File: src/rtl/mvm_pkg.sv
// Shared types and default widths for the MVM job scheduler: descriptor layout,
// scheduler FSM encoding and the saturating cycle-count helper.
package mvm_pkg;

  localparam int VEC_ADDRW_DEF = 4;
  localparam int MAT_ADDRW_DEF = 5;
  localparam int QDEPTH_DEF    = 4;
  localparam int IDW_DEF       = 2;
  localparam int CYCW          = 16;

  typedef enum logic [2:0] {
    S_IDLE      = 3'd0,
    S_LAUNCH    = 3'd1,
    S_WAIT_BUSY = 3'd2,
    S_RUN       = 3'd3,
    S_RETIRE    = 3'd4
  } sched_state_t;

  // Descriptor as stored in the job queue at the default widths (MSB first).
  typedef struct packed {
    logic [IDW_DEF-1:0]     id;
    logic [MAT_ADDRW_DEF:0]   mat_rows;
    logic [MAT_ADDRW_DEF-1:0] mat_start;
    logic [VEC_ADDRW_DEF:0]   vec_words;
    logic [VEC_ADDRW_DEF-1:0] vec_start;
  } job_desc_t;

  function automatic logic [CYCW-1:0] sat_inc(input logic [CYCW-1:0] v);
    return (v == {CYCW{1'b1}}) ? v : v + 1'b1;
  endfunction

endpackage

File: src/rtl/mvm_job_fifo.sv
// Synchronous job-descriptor FIFO with registered occupancy count and
// show-ahead read data (head is visible whenever the FIFO is non-empty).
module mvm_job_fifo #(
  parameter int DW    = 8,
  parameter int DEPTH = 4
) (
  input  logic                       clk,
  input  logic                       rst,
  input  logic                       push_i,
  input  logic [DW-1:0]              wdata_i,
  input  logic                       pop_i,
  output logic [DW-1:0]              rdata_o,
  output logic                       empty_o,
  output logic [$clog2(DEPTH):0]     count_o
);

  localparam int AW = $clog2(DEPTH);
  localparam int CW = AW + 1;

  logic [DW-1:0] mem_q [DEPTH];
  logic [AW-1:0] wr_ptr_q, rd_ptr_q;
  logic [CW-1:0] count_q;
  logic          push_ok, pop_ok;

  assign push_ok = push_i && (count_q != CW'(DEPTH));
  assign pop_ok  = pop_i && (count_q != '0);

  // Pointers wrap naturally because DEPTH is a power of two.
  always_ff @(posedge clk) begin
    if (rst) begin
      wr_ptr_q <= '0;
      rd_ptr_q <= '0;
      count_q  <= '0;
    end else begin
      if (push_ok) begin
        mem_q[wr_ptr_q] <= wdata_i;
        wr_ptr_q        <= wr_ptr_q + 1'b1;
      end
      if (pop_ok) rd_ptr_q <= rd_ptr_q + 1'b1;
      case ({push_ok, pop_ok})
        2'b10:   count_q <= count_q + 1'b1;
        2'b01:   count_q <= count_q - 1'b1;
        default: count_q <= count_q;
      endcase
    end
  end

  assign rdata_o = mem_q[rd_ptr_q];
  assign empty_o = (count_q == '0);
  assign count_o = count_q;

endmodule

File: src/rtl/mvm_job_sched.sv
// MVM job scheduler: queues job descriptors, launches them one at a time on the
// ctrl block and retires them. Define MVM_SCHED_CYCCNT_EN to enable done_cycles.
module mvm_job_sched
  import mvm_pkg::*;
#(
  parameter int VEC_ADDRW = VEC_ADDRW_DEF,
  parameter int MAT_ADDRW = MAT_ADDRW_DEF,
  parameter int QDEPTH    = QDEPTH_DEF,
  parameter int IDW       = IDW_DEF
) (
  input  logic                     clk,
  input  logic                     rst,
  input  logic                     job_valid,
  output logic                     job_ready,
  input  logic [VEC_ADDRW-1:0]     job_vec_start,
  input  logic [VEC_ADDRW:0]       job_vec_words,
  input  logic [MAT_ADDRW-1:0]     job_mat_start,
  input  logic [MAT_ADDRW:0]       job_mat_rows,
  output logic [IDW-1:0]           job_id,
  output logic                     ctrl_start,
  output logic [VEC_ADDRW-1:0]     ctrl_vec_start_addr,
  output logic [VEC_ADDRW:0]       ctrl_vec_num_words,
  output logic [MAT_ADDRW-1:0]     ctrl_mat_start_addr,
  output logic [MAT_ADDRW:0]       ctrl_mat_num_rows_per_olane,
  input  logic                     ctrl_busy,
  output logic                     done_valid,
  input  logic                     done_ready,
  output logic [IDW-1:0]           done_id,
  output logic                     done_err,
  output logic [15:0]              done_cycles,
  output logic [$clog2(QDEPTH):0]  queue_count,
  output logic [2:0]               dbg_state
);

  localparam int CNTW = $clog2(QDEPTH) + 1;
  localparam int DW   = IDW + (MAT_ADDRW + 1) + MAT_ADDRW + (VEC_ADDRW + 1) + VEC_ADDRW;

  // Handshakes: a transfer happens on a cycle where valid && ready; valid,
  // once raised, holds its payload stable until that transfer completes.
  logic                 push, pop, fifo_empty;
  logic [DW-1:0]        fifo_wdata, fifo_rdata;
  logic [IDW-1:0]       h_id;
  logic [MAT_ADDRW:0]   h_mat_rows;
  logic [MAT_ADDRW-1:0] h_mat_start;
  logic [VEC_ADDRW:0]   h_vec_words;
  logic [VEC_ADDRW-1:0] h_vec_start;
  logic                 h_zero;

  logic [IDW-1:0]       id_q, id_d;
  sched_state_t         state_q;
  logic [VEC_ADDRW-1:0] vec_start_q;
  logic [VEC_ADDRW:0]   vec_words_q;
  logic [MAT_ADDRW-1:0] mat_start_q;
  logic [MAT_ADDRW:0]   mat_rows_q;
  logic [IDW-1:0]       act_id_q;
  logic                 err_q, start_q, done_valid_q;

  assign job_ready  = (queue_count < CNTW'(QDEPTH));
  assign push       = job_valid && job_ready;
  assign pop        = (state_q == S_IDLE) && !fifo_empty;
  assign fifo_wdata = {id_q, job_mat_rows, job_mat_start, job_vec_words, job_vec_start};
  assign {h_id, h_mat_rows, h_mat_start, h_vec_words, h_vec_start} = fifo_rdata;
  assign h_zero     = (h_vec_words == '0) || (h_mat_rows == '0);
  assign id_d       = push ? id_q + 1'b1 : id_q;

  mvm_job_fifo #(.DW(DW), .DEPTH(QDEPTH)) u_fifo (
    .clk     (clk),
    .rst     (rst),
    .push_i  (push),
    .wdata_i (fifo_wdata),
    .pop_i   (pop),
    .rdata_o (fifo_rdata),
    .empty_o (fifo_empty),
    .count_o (queue_count)
  );

  always_ff @(posedge clk) begin
    if (rst) id_q <= '0;
    else     id_q <= id_d;
  end

  always_ff @(posedge clk) begin
    if (rst) begin
      state_q      <= S_IDLE;
      vec_start_q  <= '0;
      vec_words_q  <= '0;
      mat_start_q  <= '0;
      mat_rows_q   <= '0;
      act_id_q     <= '0;
      err_q        <= 1'b0;
      start_q      <= 1'b0;
      done_valid_q <= 1'b0;
    end else begin
      start_q <= 1'b0;
      case (state_q)
        S_IDLE: begin
          if (!fifo_empty) begin
            vec_start_q <= h_vec_start;
            vec_words_q <= h_vec_words;
            mat_start_q <= h_mat_start;
            mat_rows_q  <= h_mat_rows;
            act_id_q    <= h_id;
            err_q       <= h_zero;
            // Zero-size jobs are rejected without ever touching ctrl.
            if (h_zero) begin
              state_q      <= S_RETIRE;
              done_valid_q <= 1'b1;
            end else begin
              state_q <= S_LAUNCH;
              start_q <= 1'b1;
            end
          end
        end
        S_LAUNCH:    state_q <= S_WAIT_BUSY;
        S_WAIT_BUSY: if (ctrl_busy) state_q <= S_RUN;
        S_RUN: begin
          if (!ctrl_busy) begin
            state_q      <= S_RETIRE;
            done_valid_q <= 1'b1;
          end
        end
        S_RETIRE: begin
          if (done_ready) begin
            state_q      <= S_IDLE;
            done_valid_q <= 1'b0;
          end
        end
        default: state_q <= S_IDLE;
      endcase
    end
  end

`ifdef MVM_SCHED_CYCCNT_EN
  // Counts 1 in LAUNCH and keeps counting until the cycle RETIRE is entered.
  logic [CYCW-1:0] cyc_q;
  always_ff @(posedge clk) begin
    if (rst)
      cyc_q <= '0;
    else if (pop)
      cyc_q <= h_zero ? '0 : CYCW'(1);
    else if (state_q inside {S_LAUNCH, S_WAIT_BUSY, S_RUN})
      cyc_q <= sat_inc(cyc_q);
  end
  assign done_cycles = cyc_q;
`else
  assign done_cycles = '0;
`endif

  assign job_id                      = id_q;
  assign ctrl_start                  = start_q;
  assign ctrl_vec_start_addr         = vec_start_q;
  assign ctrl_vec_num_words          = vec_words_q;
  assign ctrl_mat_start_addr         = mat_start_q;
  assign ctrl_mat_num_rows_per_olane = mat_rows_q;
  assign done_valid                  = done_valid_q;
  assign done_id                     = act_id_q;
  assign done_err                    = err_q;
  assign dbg_state                   = state_q;

endmodule
File: config.mk
export PLATFORM = sky130hd
export DESIGN_NAME = mvm_job_sched
export DESIGN_NICKNAME = d
export VERILOG_FILES = /design/src/rtl/mvm_pkg.sv /design/src/rtl/mvm_job_fifo.sv /design/src/rtl/mvm_job_sched.sv
export SDC_FILE = /design/constraint.sdc
export NUM_CORES = 1
export LEC_CHECK = 0
export BUFFER_PORTS_ARGS = -buffer_cell sky130_fd_sc_hd__buf_2
export CORE_MARGIN = 5
export CORE_UTILIZATION = 45
export DETAILED_ROUTE_END_ITERATION = 8
export MAX_ROUTING_LAYER = met4
export PLACE_DENSITY = 0.66
export RECOVER_POWER = 100
export SYNTH_ARGS = -nofsm -noshare
export SYNTH_HDL_FRONTEND = slang
export SYNTH_SLANG_ARGS = --single-unit
File: constraint.sdc
create_clock -name clk -period 5.5 [get_ports clk]
set_input_delay 0.55 -clock clk [delete_from_list [all_inputs] [get_ports clk]]
set_output_delay 0.55 -clock clk [all_outputs]
set_load 0.01 [all_outputs]
==> run summary, run 1 <==
The clock tree skew after final layout came out at 0.007489 ns. The final reports fail on capacitance limit, slew limit. The maximum vdd drop is 237.6 uV. The worst-case clock buffer depth is 2.

The starting density of the core is 45.81%. Static timing analysis puts the maximum clock frequency at 0.2648 GHz. The core area is 10,840 um^2.

The ratio of total power to cell area is 567.6 nW/um^2. The flop-to-flop setup slack came out at 1.72 ns. The detailed-placement wirelength estimate came out at 6039 um.

The global routing usage summed across all routing layers came out at 15.71%. In the final design database the tool counted 431 nets. The simple-gate share of the synthesized area is 8.088%. In this run, CTS created clock tree buffers numbering 17. Timing analysis after detailed placement gives a worst setup slack of 2.019 ns.

Global routing finished with a remaining overflow of 0. After synthesis, the share of cell area in mux cells is 10.13%. The latest clock arrival within the worst-skew pair came out at 0.51 ns. The number of logic stages on the critical path including buffering is 9. The worst hold margin came out at 0.3041 ns. The first global-routing pass estimated 15,010 um of wire. The number of buffer and inverter stages on the critical path came out at 2. The count of cells along the worst register-to-register path came out at 9. The critical path ends at u_fifo.count_o[2]$_SDFFE_PP0P_. By area, the combinational part of the netlist is dominated by multiplexers. The final estimated routing congestion in global placement came out at 0.7985. The number of buffers inserted by port buffering came out at 58. Clock-pin slew was measured on the worst setup and hold paths at 0.06 ns. For this design, the slowest cell found on the critical path is sky130_fd_sc_hd__inv_1. The cell area after technology mapping came out at 4966 um^2. The number of failing hold endpoints at the final stage is 0. The clock tree from TritonCTS is yes. The die area is 13,240 um^2. The arrival time of the worst setup path is 4.21 ns. In this run, post-CTS repair resized a total of 0 instances. The hold buffer count at cts came out at 0.

After synthesis the netlist holds a flip-flop and latch count of 127. The startpoint of the worst register-to-register path is dbg_state[2]$_SDFFE_PP0P_. The cell that appears most often on the critical path is sky130_fd_sc_hd__inv_1. The proportion of register bits with asynchronous set or reset after synthesis is 0%.

The overall power is 3.326 mW. The post-synthesis share of cell area spent on xor and xnor gates is 1.235%. The count of antenna-violating nets left after detailed routing is 0.

The post-synthesis cell type with the largest combined area is sky130_fd_sc_hd__edfxtp_1. The share of post-route cells with drive strength above 1 is 14.29%. The total setup buffers inserted after CTS came out at 0.

The number of max-cap violations came out at 2. The reported leakage power came out at 1.955 nW. The average instance area after synthesis came out at 14.91 um^2. The worst path uses 68.65% of the clock period. The total via count after detailed routing came out at 2,834.

By area the synthesized netlist is led by sky130_fd_sc_hd__edfxtp_1 53%, sky130_fd_sc_hd__dfxtp_1 16%, sky130_fd_sc_hd__mux4_2 9.1%, sky130_fd_sc_hd__nand2_1 3.6%, sky130_fd_sc_hd__a21oi_1 2.7%. The critical path goes through nor3_1, nand2_1, inv_1, ha_1, inv_1, fa_1, xor2_1, or3_1, a21oi_1. The H-tree was split into 4 levels. The shortest clock period the worst path allows after layout is 3.776 ns. The cell family contributing the most delay on the critical path is simple AND/OR/NAND/NOR gates. The endpoint identified for the worst register-to-register timing path is u_fifo.count_o[2]$_SDFFE_PP0P_.

The number of antenna violations at the first check in global routing came out at 1. The post-layout worst setup margin came out at 1.724 ns. Setup violations remaining at the end of the flow were counted as 0. The I/O pin count is 75. In this run the worst path has a maximum fanout of 26.

In this run the clock root is driven by a sky130_fd_sc_hd__clkbuf_8. The total iterations of the first detailed-routing run came out at 5. The worst hold path belongs to the class in2reg.

The sum of negative setup slack is 0 ns. The area growth from synthesis to layout is 17.99%. The share of synthesized area occupied by flip-flops and latches came out at 68.93%.

Counting flops with a built-in enable in the synthesized netlist gives 88. In this design, the stage delay of the slowest critical-path cell is 0.86 ns. In the synthesized netlist the dominant register cell turns out to be sky130_fd_sc_hd__edfxtp_1. The mean number of vias per cell is 5.116.

The top cell type by area accounts for 53.21% of the synthesized area. The number of different library cells in the post-synthesis netlist came out at 42. The end-of-flow core utilization is 54.05%. The number of max-slew violations in the final report was 46. The worst-margin pin slew is 1.863 ns. The run finished, with violations left. The most critical setup path has its startpoint at dbg_state[2]$_SDFFE_PP0P_. The required time at the worst-slack endpoint is 5.94 ns. The worst pin sits at a relative slew slack of -24.19%.

The via count of the first global-routing pass came out at 2,848. The detailed router finished its first iteration with 233 violations. The adder-cell area share of the yosys netlist is 1.663%. Yosys printed 0 warnings. The clock sink count is 127. Setup repair after global routing left no endpoint under its margin.

The DRC violation count after routing came out at 0. STA classifies the critical path startpoint as a register. The pin count of the biggest net entering global routing is 38. After floorplanning, the core was divided into 38 placement rows.

The vertical extent of the die came out at 115.1 um. From left edge to right edge, the die measures 115.1 um. Summing the areas of all compound-gate instances in the mapped netlist gives 5.467% of the synthesized area.

The kind of end point of the critical path is a register. The type of the setup path with the least slack is reg2reg. The per-cell routed wire length came out at 17.53 um. In the synthesized netlist, the number of instances is 333. The final wirelength came out at 9714 um.
[logic make-up (layout without fill, tap and decap cells)]
| kind of cell | count (synthesis) | in the layout |
|---|---|---|
| adders and majority gates | 6 | 6 |
| buffers and inverters | 40 | 105 |
| muxes | 22 | 22 |
| other | 1 | 17 |
| DFF | 127 | 127 |
| AOI/OAI and AO/OA | 42 | 42 |
| xor gates and xnor gates | 7 | 7 |
| and+or+nand+nor | 88 | 88 |
[Yosys cell counts, types with 2 or more instances]
cell type / number
sky130_fd_sc_hd__a21oi_1: 27
sky130_fd_sc_hd__and3_1: 4
sky130_fd_sc_hd__buf_1: 3
sky130_fd_sc_hd__buf_4: 16
sky130_fd_sc_hd__clkbuf_1: 10
sky130_fd_sc_hd__dfxtp_1: 39
sky130_fd_sc_hd__edfxtp_1: 88
sky130_fd_sc_hd__ha_1: 5
sky130_fd_sc_hd__inv_1: 8
sky130_fd_sc_hd__mux4_1: 2
sky130_fd_sc_hd__mux4_2: 20
sky130_fd_sc_hd__nand2_1: 48
sky130_fd_sc_hd__nand2b_1: 2
sky130_fd_sc_hd__nor2_1: 17
sky130_fd_sc_hd__nor2b_1: 4
sky130_fd_sc_hd__nor3_1: 2
sky130_fd_sc_hd__nor3b_1: 2
sky130_fd_sc_hd__o211ai_1: 2
sky130_fd_sc_hd__o21ai_0: 3
sky130_fd_sc_hd__o22ai_1: 2
sky130_fd_sc_hd__or3_1: 3
sky130_fd_sc_hd__xnor2_1: 3
sky130_fd_sc_hd__xor2_1: 4
[metrics by stage]
step	cells	cell area [um^2]
floorplan	348	5022
global placement	521	5348
detailed placement	521	5348
CTS	553	5958
global route	554	5859
finish	554	5859
[cell usage in the layout (no fill, tap or decap), types with 3 or more instances in the layout]
cell	n
sky130_fd_sc_hd__nor2b_1	4
sky130_fd_sc_hd__nor2_1	17
sky130_fd_sc_hd__ha_1	5
sky130_fd_sc_hd__clkinvlp_4	6
sky130_fd_sc_hd__buf_2	4
sky130_fd_sc_hd__conb_1	16
sky130_fd_sc_hd__o21ai_0	3
sky130_fd_sc_hd__and3_1	4
sky130_fd_sc_hd__xnor2_1	3
sky130_fd_sc_hd__edfxtp_1	88
sky130_fd_sc_hd__or3_1	3
sky130_fd_sc_hd__clkbuf_1	60
sky130_fd_sc_hd__mux4_2	20
sky130_fd_sc_hd__clkbuf_16	16
sky130_fd_sc_hd__inv_1	9
sky130_fd_sc_hd__nand2_1	48
sky130_fd_sc_hd__bufinv_16	4
sky130_fd_sc_hd__xor2_1	4
sky130_fd_sc_hd__dfxtp_1	39
sky130_fd_sc_hd__a21oi_1	27
[area by class of cell]
type	instances	area [um^2]
diodes	1	2.502
clock buffers	18	417.9
clock inverters	14	192.7
fillers	875	4981
inverters	9	33.78
multi-input cells	181	1365
flip-flops and latches	127	3423
well taps	140	175.2
repair buffers	64	249.0
[worst min path at each step]
stage	startpoint	end	slack (ns)	depth (start not counted)
floorplan	ctrl_mat_num_rows_per_olane[0]$_SDFFE_PP0P_	ctrl_mat_num_rows_per_olane[0]$_SDFFE_PP0P_	0.48	2
global route	job_vec_start[0]	u_fifo.mem_q[3][0]$_DFFE_PP_	0.30	1
CTS	job_vec_start[3]	u_fifo.mem_q[2][3]$_DFFE_PP_	0.23	1
global placement	ctrl_vec_start_addr[0]$_SDFFE_PP0P_	ctrl_vec_start_addr[0]$_SDFFE_PP0P_	0.45	2
detailed placement	ctrl_vec_start_addr[0]$_SDFFE_PP0P_	ctrl_vec_start_addr[0]$_SDFFE_PP0P_	0.45	2
finish	job_mat_rows[4]	u_fifo.mem_q[0][18]$_DFFE_PP_	0.30	1
[sequential cells by signal, indices dropped and copies added (netlist names), 2 cells and up, named ones only]
signal,cells
ctrl_mat_num_rows_per_olane,6
ctrl_mat_start_addr,5
ctrl_vec_num_words,5
ctrl_vec_start_addr,4
dbg_state,3
done_id,2
job_id,2
u_fifo.count_o,3
u_fifo.mem_q,88
u_fifo.rd_ptr_q,2
u_fifo.wr_ptr_q,2
[where the power goes]
part | switching, mW | total (mW) | internal [mW] | leakage [nW]
Sequential | 0.106 | 1.31 | 1.20 | 1.12
Combinational | 0.544 | 0.889 | 0.344 | 0.556
Clock | 0.397 | 1.13 | 0.735 | 0.279
Total | 1.05 | 3.33 | 2.28 | 1.95
[worst reg2reg max path, delay by kind of cell, from the launching register on]
kind | cells | cell delay [ns]
AO/OA/AOI/OAI | 1 | 0.13
AND/OR/NAND/NOR | 3 | 1.37
adder cells (fa/ha/maj) | 2 | 0.71
buffers and inverters | 2 | 0.93
XOR/XNOR | 1 | 0.16
flip-flops | 1 | 0.40
[layer usage]
metal	part of all wire, %	vias to the layer above	GRT usage (%)
li1	-	1331	-
met1	40	1390	18.68
met2	52	109	25.62
met3	7.6	4	5.000
met4	0.42	0	4.930
met5	0	-	-
Note: power is estimated with default switching activity, not from simulation.
==> inputs of run 2 (changes only) <==
clock period = 3.5 ns   (was 5.5 ns; I/O delays follow)
==> run summary, run 2 (synthesis results as in run 1) <==
Run status: completed (was complete, but fails checks). The number of max-cap violations came out at 0 (was 2). The DRC violation count after routing is 0 (unchanged).

The number of buffers inserted by port buffering came to 58 (unchanged). The mean number of vias per cell was 5.107 (was 5.116). The via count of the first global-routing pass is 2,812 (was 2,848).

Setup repair after global routing missed its margin: no (unchanged). The detailed-placement wirelength estimate is 6293 um (was 6039 um). The arrival time of the worst setup path is 3.22 ns (was 4.21 ns).

The vertical extent of the die came out at 115.1 um (unchanged). The worst-margin pin slew is 1.353 ns (was 1.863 ns). The number of DRC markers in iteration 0 came to 195 (was 233). The total number of nets in the final design is 438 (was 431). The clock tree from TritonCTS is yes (unchanged).

The required time at the worst-slack endpoint came out at 3.91 ns (was 5.94 ns). The total congestion overflow was 0 (unchanged). The flop-to-flop setup slack is 0.69 ns (was 1.72 ns). The number of flip-flops in the largest register came out at 88 (unchanged). The nature of the critical path startpoint is a register (unchanged). The worst slew margin relative to its limit is 9.790% (was -24.19%). The most frequent standard cell in the layout excluding fill and tap cells was sky130_fd_sc_hd__edfxtp_1 (unchanged). The number of failing hold endpoints at the final stage came out at 0 (unchanged). The total iterations of the first detailed-routing run is 4 (was 5). The core area is 10,840 um^2 (unchanged). The number of standard-cell rows in the floorplan came out at 38 (unchanged).

The final estimated routing congestion in global placement came out at 0.8133 (was 0.7985). The I/O pin count came out at 75 (unchanged). The clock tree skew after final layout is 0.01059 ns (was 0.007489 ns). The synthesis-to-layout area growth is 17.76% (was 17.99%). The share of post-route cells with drive strength above 1 was 13.57% (was 14.29%). The number of antenna violations at the first check in global routing is 0 (was 1). The sum of negative setup slack is 0 ns (unchanged). The cell area after placement came out at 5400 um^2 (was 5348 um^2). The final worst-path cycle share is 80.38% (was 68.65%).

The final wirelength is 9651 um (was 9714 um). The total setup buffers inserted after CTS is 0 (unchanged). The clock transition at the registers of the reported paths is 0.06 ns (about the same). The pin count of the biggest net entering global routing is 37 (was 38). The ratio of total power to cell area was 878.2 nW/um^2 (was 567.6 nW/um^2).

The shortest clock period the worst path allows after layout came out at 2.813 ns (was 3.776 ns). Commonest cells after routing, fill and taps aside: 88 x sky130_fd_sc_hd__edfxtp_1, 68 x sky130_fd_sc_hd__clkbuf_1, 48 x sky130_fd_sc_hd__nand2_1 (was 88 x sky130_fd_sc_hd__edfxtp_1, 60 x sky130_fd_sc_hd__clkbuf_1, 48 x sky130_fd_sc_hd__nand2_1). The final design area excluding fillers is 5848 um^2 (was 5859 um^2). The latest clock arrival within the worst-skew pair is 0.51 ns (about the same). The worst-case clock buffer depth came to 2 (unchanged). The number of resized instances in the post-cts repair step came out at 0 (unchanged). The starting density of the core came out at 45.81% (unchanged). The highest clock frequency the design can meet came out at 0.3554 GHz (was 0.2648 GHz). The register with the highest flop count was u_fifo.mem_q (unchanged). The final-report setup violation count is 0 (unchanged). The number of fill cells in the layout is 913 (was 875).

The first-pass GRT wire length came out at 15,390 um (was 15,010 um). The global routing usage summed across all routing layers came out at 16.13% (was 15.71%). The die area came out at 13,240 um^2 (unchanged). The count of antenna-violating nets left after detailed routing is 0 (unchanged). The maximum level of the CTS H-tree is 4 (unchanged).

The root buffer cell is sky130_fd_sc_hd__clkbuf_8 (unchanged). The CTS buffer count is 17 (unchanged). The worst min-delay path class is in2reg (unchanged). The per-cell routed wire length is 17.23 um (was 17.53 um).

The highest fanout seen on the critical path is 10 (was 26). The reported leakage power came out at 1.976 nW (was 1.955 nW). The x dimension of the die came out at 115.1 um (unchanged).

The total via count after detailed routing came out at 2,860 (was 2,834). The hold buffer count at cts is 0 (unchanged). The type of the setup path with the least slack is reg2reg (unchanged). The clock sink count came out at 127 (unchanged).

The maximum vdd drop was 338.6 uV (was 237.6 uV). The kind of end point of the critical path was a register (unchanged). The number of max-slew violations in the final report is 0 (was 46). The count of inserted antenna diode cells was 0 (was 1).
run 2: area by class of cell:
type	instances	area [um^2]	share of cell area, %
flip-flops and latches	127	3423	58.54
multi-input cells	181	1363	23.30
clock buffers	25	475.5	8.130
repair buffers	71	290.3	4.964
well taps	140	175.2	2.995
clock inverters	7	87.58	1.498
inverters	9	33.78	0.5777
run 2: metrics by stage:
stage	std cells	hold slack (ns)	power, mW	setup WS, ns	util [%]
after floorplan	348	0.4489	3.118	0.7217	-
after global routing	560	0.08401	5.458	0.4346	53.95
final	560	0.1012	5.136	0.6865	53.95
after CTS	560	0.02846	5.273	0.9003	55.01
after global placement	528	0.4393	3.571	0.9847	49.82
after detailed placement	528	0.4430	3.605	0.9166	49.82
run 2: critical path, cell delays in order (launching register included):
cell and delay (ns):
sky130_fd_sc_hd__dfxtp_1 0.72, sky130_fd_sc_hd__clkbuf_1 0.29, sky130_fd_sc_hd__mux4_2 0.55, sky130_fd_sc_hd__nor4_1 0.54, sky130_fd_sc_hd__a2bb2oi_1 0.28, sky130_fd_sc_hd__a2111oi_4 0.33
run 2: worst paths after layout:
path,start,endpoint,cells after the start
hold / removal,job_vec_words[4],u_fifo.mem_q[3][8]$_DFFE_PP_,1
hold reg to reg,ctrl_mat_start_addr[3]$_SDFFE_PP0P_,ctrl_mat_start_addr[3]$_SDFFE_PP0P_,2
setup reg to reg,register,dbg_state[2]$_SDFFE_PP0P_,5
setup / recovery,register,dbg_state[2]$_SDFFE_PP0P_,5
run 2: metal layers:
layer	global-route usage, %	vias up	routed length (um)
li1	-	1346	-
met1	20.87	1401	4258
met2	24.46	107	4611
met3	5.105	6	711
met4	5.008	0	71
met5	-	-	0
run 2: where the power goes:
| part | total [mW] | switching [mW] | internal [mW] |
|---|---|---|---|
| registers | 2.08 | 0.197 | 1.88 |
| clock network | 1.65 | 0.576 | 1.07 |
| logic | 1.41 | 0.839 | 0.571 |
==> inputs of run 3 (changes only) <==
clock period = 2.7 ns   (was 3.5 ns; I/O delays follow)
==> run summary, run 3 (synthesis results as in run 1) <==
The part of the power in the clock network came out at 32.1% (was 32.0%). The worst min-delay path class is in2reg (unchanged). Commonest cells after routing, fill and taps aside: 88 x sky130_fd_sc_hd__edfxtp_1, 59 x sky130_fd_sc_hd__clkbuf_1, 48 x sky130_fd_sc_hd__nand2_1 (was 88 x sky130_fd_sc_hd__edfxtp_1, 68 x sky130_fd_sc_hd__clkbuf_1, 48 x sky130_fd_sc_hd__nand2_1). The vertical extent of the die was 115.1 um (unchanged). The final cell count without fillers came to 580 (was 560). The register with the highest flop count is u_fifo.mem_q (unchanged).

The number of max-cap violations is 0 (unchanged). The clock tree skew after final layout is 0.006863 ns (was 0.01059 ns). The clock sink count is 127 (unchanged). The worst-margin pin slew came out at 0.6820 ns (was 1.353 ns). The total congestion overflow came to 0 (unchanged). The overall power is 6.721 mW (was 5.136 mW).

The worst slew margin relative to its limit is 54.53% (was 9.790%). The required time at the worst-slack endpoint is 3.11 ns (was 3.91 ns). The hold-critical path depth is 4 (was 1). The number of failing hold endpoints at the final stage is 0 (unchanged). The synthesis-to-layout area growth is 22.57% (was 17.76%). The number of antenna violations at the first check in global routing is 0 (unchanged). The first-pass GRT wire length came out at 15,620 um (was 15,390 um).

The die area came to 13,240 um^2 (unchanged). The starting density of the core came out at 45.81% (unchanged). The I/O pin count came out at 75 (unchanged). The number of flip-flops in the largest register was 88 (unchanged). The maximum vdd drop is 451.3 uV (was 338.6 uV). The total via count after detailed routing came out at 2,895 (was 2,860). The most frequent standard cell in the layout excluding fill and tap cells is sky130_fd_sc_hd__edfxtp_1 (unchanged). The biggest cell delay along the critical path is 0.58 ns (was 0.72 ns). The count of antenna-violating nets left after detailed routing is 0 (unchanged). The highest clock frequency the design can meet is 0.4305 GHz (was 0.3554 GHz). The number of max-slew violations in the final report is 0 (unchanged).

The final-report setup violation count is 0 (unchanged). The highest fanout seen on the critical path came out at 5 (was 10). The cell-internal power is 4.605 mW (was 3.524 mW).

The arrival time of the worst setup path came to 2.74 ns (was 3.22 ns). The core area is 10,840 um^2 (unchanged). The DRC violation count after routing is 0 (unchanged). The mean number of vias per cell came out at 4.991 (was 5.107). The number of DRC markers in iteration 0 came out at 190 (was 195). The final worst-path cycle share is 86.03% (was 80.38%). The switching power share of the total came out at 31.49% (was 31.39%). The total iterations of the first detailed-routing run came out at 4 (unchanged).

The worst-case clock buffer depth is 2 (unchanged). Run status: completed (unchanged). The number of cells after detailed placement is 528 (unchanged).

The number of buffers inserted by port buffering is 58 (unchanged). The per-cell routed wire length is 16.59 um (was 17.23 um). The global routing usage summed across all routing layers is 16.42% (was 16.13%).

The clock transition at the registers of the reported paths was 0.05 ns (was 0.06 ns). Setup repair after global routing missed its margin: no (unchanged). The total number of nets in the final design is 458 (was 438). The nature of the critical path startpoint was a register (unchanged). The count of inserted antenna diode cells came to 0 (unchanged). The kind of end point of the critical path is a register (unchanged). The combinational cell fraction of total power came out at 28.2% (was 27.5%). Worst path cell trace: buf_4, mux4_1, or4_1, a2bb2oi_1, a2111oi_4 (was clkbuf_1, mux4_2, nor4_1, a2bb2oi_1, a2111oi_4).

The clock tree from TritonCTS is yes (unchanged). The shortest clock period the worst path allows after layout came out at 2.323 ns (was 2.813 ns). The share of post-route cells with drive strength above 1 came to 15.68% (was 13.57%). The net switching power of the design came out at 2.116 mW (was 1.612 mW). The final estimated routing congestion in global placement is 0.8001 (was 0.8133).

The via count of the first global-routing pass is 3,021 (was 2,812). The reported leakage power is 2.088 nW (was 1.976 nW). The cell at the slowest stage of the critical path is sky130_fd_sc_hd__mux4_1 (was sky130_fd_sc_hd__dfxtp_1).

The number of standard-cell rows in the floorplan is 38 (unchanged). The detailed-placement wirelength estimate is 6238 um (was 6293 um). The pin count of the biggest net entering global routing came out at 37 (unchanged). The maximum level of the CTS H-tree is 4 (unchanged). The type of the setup path with the least slack was reg2reg (unchanged). The root buffer cell was sky130_fd_sc_hd__clkbuf_8 (unchanged).

The number of resized instances in the post-cts repair step came out at 0 (unchanged). The sum of negative setup slack is 0 ns (unchanged). The latest clock arrival within the worst-skew pair was 0.51 ns (about the same).

The ratio of total power to cell area came out at 1104 nW/um^2 (was 878.2 nW/um^2). The x dimension of the die came out at 115.1 um (unchanged). The final wirelength is 9622 um (was 9651 um). The relative contribution of sequential cells to total power is 39.7% (was 40.5%). The count of cells along the worst register-to-register path is 5 (unchanged). The CTS buffer count came out at 17 (unchanged).
==> run 3: cell count changes in the layout (fill, tap and decap cells not counted), moves of 2 or more <==
cell	change
sky130_fd_sc_hd__buf_4	+2
sky130_fd_sc_hd__dlygate4sd3_1	+20
sky130_fd_sc_hd__clkbuf_1	-9
sky130_fd_sc_hd__clkinvlp_4	+2
sky130_fd_sc_hd__clkbuf_2	+5
==> run 3: final cells by class <==
class                      count  area [um^2]
sequential                   127         3423
timing repair buffer          91        504.2
multi-input combinational    181         1375
clock inverter                 9        107.6
inverter                       9        33.78
fill                         905         4753
clock buffer                  23        467.9
tap                          140        175.2
==> run 3: through the flow <==
step	setup WS, ns	area [um^2]	hold slack, ns	utilization [%]
6_report	0.3773	6087	0.1601	56.15
2_1_floorplan	0.05272	5027	0.3689	-
4_1_cts	0.3946	6181	0.1319	57.02
3_5_place_dp	0.4231	5405	0.4439	49.86
5_1_grt	0.2412	6087	0.1550	56.15
3_3_place_gp	0.4598	5405	0.4402	49.86
==> run 3: power by group through the flow <==
stage | Clock [mW] | Sequential (mW) | Combinational (mW)
CTS | 2.20 | 2.67 | 2.02
finish | 2.16 | 2.67 | 1.89
global placement | 0 | 2.68 | 1.95
global route | 2.30 | 2.72 | 2.13
floorplan | 0 | 2.73 | 1.32
detailed placement | 0 | 2.70 | 1.99
==> run 3: worst paths after layout <==
check,from,to,slack (ns)
worst max-delay path,register,dbg_state[2]$_SDFFE_PP0P_,0.38
worst min-delay path,rst,ctrl_start$_SDFF_PP0_,0.16
worst max register to register,register,dbg_state[2]$_SDFFE_PP0P_,0.38
worst min register to register,ctrl_mat_start_addr[2]$_SDFFE_PP0P_,ctrl_mat_start_addr[2]$_SDFFE_PP0P_,0.45
==> run 3: critical path, delay by kind of cell (launching register included) <==
family	cells	cell delay (ns)
AOI/OAI and AO/OA	2	0.53
muxes	1	0.58
and+or+nand+nor	1	0.51
DFF	1	0.41
buffers and inverters	1	0.20
==> run 3: repair_timing <==
item	CTS	global route
endpoints found under the setup margin	0	0
buffers inserted	0	0
endpoints found under the hold margin	80	0
hold buffers	20	0
==> run 3: routing by layer <==
layer | routed length [um] | global-route usage [%]
met5 | 0 | -
met4 | 122 | 6.495
met2 | 4864 | 26.81
met1 | 4113 | 19.26
met3 | 522 | 4.632
